<file path="src/rtl/fifo_pkg.sv">
// fifo_pkg: types and default sizes shared by the synchronous FIFO
// controller and its pointer sub-module.
//   ptr_t          : write/read pointer with the wrap bit at the MSB
//   fifo_status_t  : {full, empty, almost_full, almost_empty}
package fifo_pkg;

   localparam int unsigned FIFO_ADDR_WIDTH = 8;
   localparam int unsigned FIFO_DEPTH      = 256;

   typedef logic [FIFO_ADDR_WIDTH:0] ptr_t;

   typedef struct packed {
      logic full;
      logic empty;
      logic almost_full;
      logic almost_empty;
   } fifo_status_t;

endpackage

</file>
<file path="src/rtl/fifo_ptr.sv">
// fifo_ptr: registered wrap-bit pointer, incremented modulo 2**Width.
// Ports:
//   clk  in        clock, rising edge
//   rst  in        synchronous active-high reset, clears the pointer
//   inc  in        advance the pointer by one this cycle
//   ptr  out[W]    current pointer value (MSB is the wrap bit)
module fifo_ptr #(
   parameter int unsigned Width = 9
) (
   input  logic             clk,
   input  logic             rst,
   input  logic             inc,
   output logic [Width-1:0] ptr
);

   always_ff @(posedge clk) begin
      if (rst) begin
         ptr <= '0;
      end else if (inc) begin
         ptr <= ptr + 1'b1;
      end
   end

endmodule

</file>
<file path="src/rtl/fifo_sync_ctrl.sv">
// fifo_sync_ctrl: single-clock pointer and flag controller for a dual-port
// FIFO storage array. Drives the array write enable and both addresses and
// produces full/empty/threshold status plus an occupancy count.
// Ports:
//   clk, rst          clock and synchronous active-high reset
//   push, pop         producer / consumer requests
//   wr_en, rd_en      accepted push / pop (only combinational request paths)
//   wr_addr, rd_addr  pointers, bit [Addr_Width] is the wrap bit
//   full, empty, almost_full, almost_empty   status from registered pointers
//   count             occupancy 0..Depth
//   overflow, underflow  sticky error flags, only with FIFO_CTRL_ERR_FLAGS_EN
// Optional feature macro: FIFO_CTRL_ERR_FLAGS_EN
module fifo_sync_ctrl
   import fifo_pkg::*;
#(
   parameter int unsigned Addr_Width       = FIFO_ADDR_WIDTH,
   parameter int unsigned Depth            = FIFO_DEPTH,
   parameter int unsigned Almost_Full_Thr  = 224,
   parameter int unsigned Almost_Empty_Thr = 32
) (
   input  logic                clk,
   input  logic                rst,
   input  logic                push,
   input  logic                pop,
   output logic                wr_en,
   output logic                rd_en,
   output logic [Addr_Width:0] wr_addr,
   output logic [Addr_Width:0] rd_addr,
   output logic                full,
   output logic                empty,
   output logic                almost_full,
   output logic                almost_empty,
   output logic [Addr_Width:0] count
`ifdef FIFO_CTRL_ERR_FLAGS_EN
   ,
   output logic                overflow,
   output logic                underflow
`endif
);

   // Depth is implied by Addr_Width; reject inconsistent overrides at elaboration.
   if (Depth != (32'd1 << Addr_Width)) begin : g_depth_check
      $error("fifo_sync_ctrl: Depth must equal 2**Addr_Width");
   end

   localparam logic [Addr_Width:0] AF_THR = Almost_Full_Thr[Addr_Width:0];
   localparam logic [Addr_Width:0] AE_THR = Almost_Empty_Thr[Addr_Width:0];

   fifo_status_t status;

   fifo_ptr #(.Width(Addr_Width + 1)) u_wr_ptr (
      .clk (clk),
      .rst (rst),
      .inc (wr_en),
      .ptr (wr_addr)
   );

   fifo_ptr #(.Width(Addr_Width + 1)) u_rd_ptr (
      .clk (clk),
      .rst (rst),
      .inc (rd_en),
      .ptr (rd_addr)
   );

   // All status is derived from the registered pointers only, so no request
   // input reaches a flag and the flags can never disagree with count.
   always_comb begin
      count               = wr_addr - rd_addr;
      status.empty        = (wr_addr == rd_addr);
      status.full         = (wr_addr[Addr_Width] != rd_addr[Addr_Width]) &&
                            (wr_addr[Addr_Width-1:0] == rd_addr[Addr_Width-1:0]);
      status.almost_full  = (count >= AF_THR);
      status.almost_empty = (count <= AE_THR);
   end

   assign full         = status.full;
   assign empty        = status.empty;
   assign almost_full  = status.almost_full;
   assign almost_empty = status.almost_empty;

   // A pop is judged against the registered empty flag, so it is never
   // satisfied by a push arriving in the same cycle.
   assign wr_en = push & ~status.full;
   assign rd_en = pop  & ~status.empty;

`ifdef FIFO_CTRL_ERR_FLAGS_EN
   always_ff @(posedge clk) begin
      if (rst) begin
         overflow  <= 1'b0;
         underflow <= 1'b0;
      end else begin
         if (push && status.full)  overflow  <= 1'b1;
         if (pop  && status.empty) underflow <= 1'b1;
      end
   end
`endif

endmodule

</file>
<file path="config.mk">
export PLATFORM = sky130hd
export DESIGN_NAME = fifo_sync_ctrl
export DESIGN_NICKNAME = d
export VERILOG_FILES = /design/src/rtl/fifo_pkg.sv /design/src/rtl/fifo_ptr.sv /design/src/rtl/fifo_sync_ctrl.sv
export SDC_FILE = /design/constraint.sdc
export NUM_CORES = 1
export LEC_CHECK = 0
export CAP_MARGIN = 20
export CORE_AREA = 2 2 59 61
export CTS_CLUSTER_SIZE = 20
export DETAILED_ROUTE_END_ITERATION = 8
export DIE_AREA = 0 0 61 63
export PLACE_DENSITY = 0.71
export SLEW_MARGIN = 30
export SYNTH_ARGS = -nofsm -noshare
export SYNTH_HDL_FRONTEND = slang
export SYNTH_HIERARCHICAL = 1
export SYNTH_SLANG_ARGS = --single-unit
</file>
<file path="constraint.sdc">
create_clock -name clk -period 3.1 [get_ports clk]
set_input_delay 0.465 -clock clk [delete_from_list [all_inputs] [get_ports clk]]
set_output_delay 0.465 -clock clk [all_outputs]
set_load 0.1 [all_outputs]
</file>
==> flow_summary.yaml <==
route:
  viasPerCell: 5.329
  wirelength_mm: 3.505
  firstDrtPassIters: 4
  drtIter0Drc: 44
  ant_nets: 0
  num_vias: 1295
  route.detailed.drc: 0
  wl_per_cell_um: 14.42
cells_and_area:
  design_area_mm2: 0.002091
  final_common_cell: "buf_4"
  layout_common_cells: "buf_4 (29), dfxtp_4 (14), nor2_1 (13)"
  drive_above_1_share_pct: 47.72
  n_antenna_cell: 0
  fin_nets: 213
  utilization_pct: 64.69
  area_growth_pct: 58.24
logic_synthesis:
  ys_warn_count: 6
  synth_top_area_cell: "dfxtp_1"
  yosys_register_bits: 18
  syn_area_mm2: 0.001321
  syn_avg_cell_area_um2: 8.470
  synth.area.top_cells: "dfxtp_1 (27%), ha_1 (9.5%), xor2_1 (5.3%), or3_1 (4.7%), nor2_1 (4.0%)"
  synth_ff_type: "dfxtp_1"
  synth-edff-count: 0
  ys_seq_area_share_pct: 27.27
  synth_top_area_share_pct: 27.27
  synth_cell_types: 38
  synthCells: 156
  syn-num-nets: 171
  synth-async-reset-ratio_pct: 0
cts:
  root_buffer: "clkbuf_4"
  clk_latency_ns: 0.29
  clk_pin_slew_ns: 0.11
  ctsHoldBuffers: 0
  htreeDepth: 1
  cts_buffers: 3
  clock_sinks: 18
  clk_path_buf_depth: 2
  cts_tree: "done"
sta:
  worst_clock_skew_ns: 0.007504
  max-slew-margin-rel_pct: 53.98
  rsz0062_at_grt: "true"
  drv_slew: 0
  period_minus_slack_ns: 3.093
  max_freq_mhz: 323.4
  setup_viol: 0
  hold_viol: 0
  worst_pin_slew_ns: 0.6879
  period_share_pct: 99.76
floorplan:
  die_h_um: 63
  start_util_pct: 40.88
  die_w_um: 61
  pin_count: 37
  fp.coreArea_mm2: 0.003232
  rows: 21
  dieArea_mm2: 0.003843
critical_path:
  arrival_ns: 2.63
  cp.required_ns: 2.63
  critPathCaptureType: "output port"
  crit_path_max_fanout: 3
  critPathKind: "reg2out"
  start_kind: "flip-flop"
place:
  dp_hpwl_mm: 2.755
  place_area_mm2: 0.001964
  gp_congestion: 0.7530
  portBuffers: 36
run_status:
  status: "completed"
global_route:
  grt_pass1_vias: 1193
  grt_max_degree: 19
  grt-ovfl-total: 0
  antenna_found_initial: 0
  grt_pass1_wl_mm: 5.602
  grt.total_usage_pct: 18.72
power_and_ir_drop:
  p_per_area_mw_per_mm2: 763.3
  ir_drop_v: 0.0007075
  p_leak_uw: 0.0008790
hold_path:
  min_path_type: "reg2reg"
job:
  cap_violations: 0
==> synth_stat cells (all sizes together) (4+ instances only) <==
library cell and count:
dfxtp 18, nor2 14, inv 11, a21oi 10
ha 10, nand4 10, or3 10, o21ai 9
nand2 8, xor2 8, xnor2 6, buf 5
nor2b 5, a21o 4
==> sequential cells by signal, summed over array words and instances, names as in the netlist <==
signal        cells
u_rd_ptr/ptr      9
u_wr_ptr/ptr      9
==> what timing repair did <==
action / 4_1_cts / 5_1_grt
pin swaps: 6 / 7
resized for setup: 5 / 6
buffers inserted: 6 / 0
setup endpoints to repair: 2 / 2
==> per-stage QoR <==
stage	TNS (ns)	instances	worst slack (ns)	hold slack, ns	total power, uW
global route	-0.1274	243	-0.08647	0.5353	1649
detailed placement	0	233	0.1891	0.5037	1404
finish	0	243	0.007443	0.5186	1596
global placement	0	233	0.2613	0.4970	1395
floorplan	-1.085	156	-0.6825	0.6411	1108
CTS	-0.07602	243	-0.04663	0.5201	1595
==> kinds of logic after synthesis <==
group	count (synthesis)	synth area share, %
AND/OR/NAND/NOR	62	28.13
AO/OA/AOI/OAI	32	17.05
flip-flops	18	27.27
buffers and inverters	16	5.019
XOR/XNOR	14	9.280
adder cells (fa/ha/maj)	11	10.98
multiplexers	3	2.273
==> final cells by class <==
cell class | count | area (um^2)
clock buffer | 4 | 36.28
multi-input combinational | 122 | 1096
tap | 46 | 57.56
fill | 263 | 1141
inverter | 11 | 43.79
sequential | 18 | 417.9
timing repair buffer | 42 | 439.2
==> worst paths after layout <==
kind	startpoint	end	slack (ns)	cells past startpoint
setup / recovery	u_wr_ptr/ptr[0]$_SDFFE_PP0P_	almost_full	0.007	11
hold / removal	u_wr_ptr/ptr[7]$_SDFFE_PP0P_	u_wr_ptr/ptr[7]$_SDFFE_PP0P_	0.52	2
setup reg to reg	u_rd_ptr/ptr[6]$_SDFFE_PP0P_	u_rd_ptr/ptr[8]$_SDFFE_PP0P_	0.72	9
hold reg to reg	u_wr_ptr/ptr[7]$_SDFFE_PP0P_	u_wr_ptr/ptr[7]$_SDFFE_PP0P_	0.52	2
==> worst max-delay path: stages (launching register included) <==
cell and delay, ns:
dfxtp_4 0.37, inv_4 0.06, ha_4 0.12, inv_2 0.03, fa_2 0.34, a21o_1 0.21, a221oi_4 0.27, buf_6 0.17
nor3_4 0.03, a31o_2 0.23, a211o_4 0.34, buf_12 0.17
==> per-layer routing <==
metal  track usage, %  wire length, um
met1            26.18             1616
met2            30.65             1781
met3            2.484               94
met4            3.261               13
met5                0                0
==> where the power goes <==
group / internal [uW] / switching [uW] / total (uW)
clock network: 71.5 / 72.7 / 144
registers: 233 / 11.8 / 245
logic: 402 / 805 / 1210
total: 706 / 890 / 1600
(Power assumes the default switching activity.)
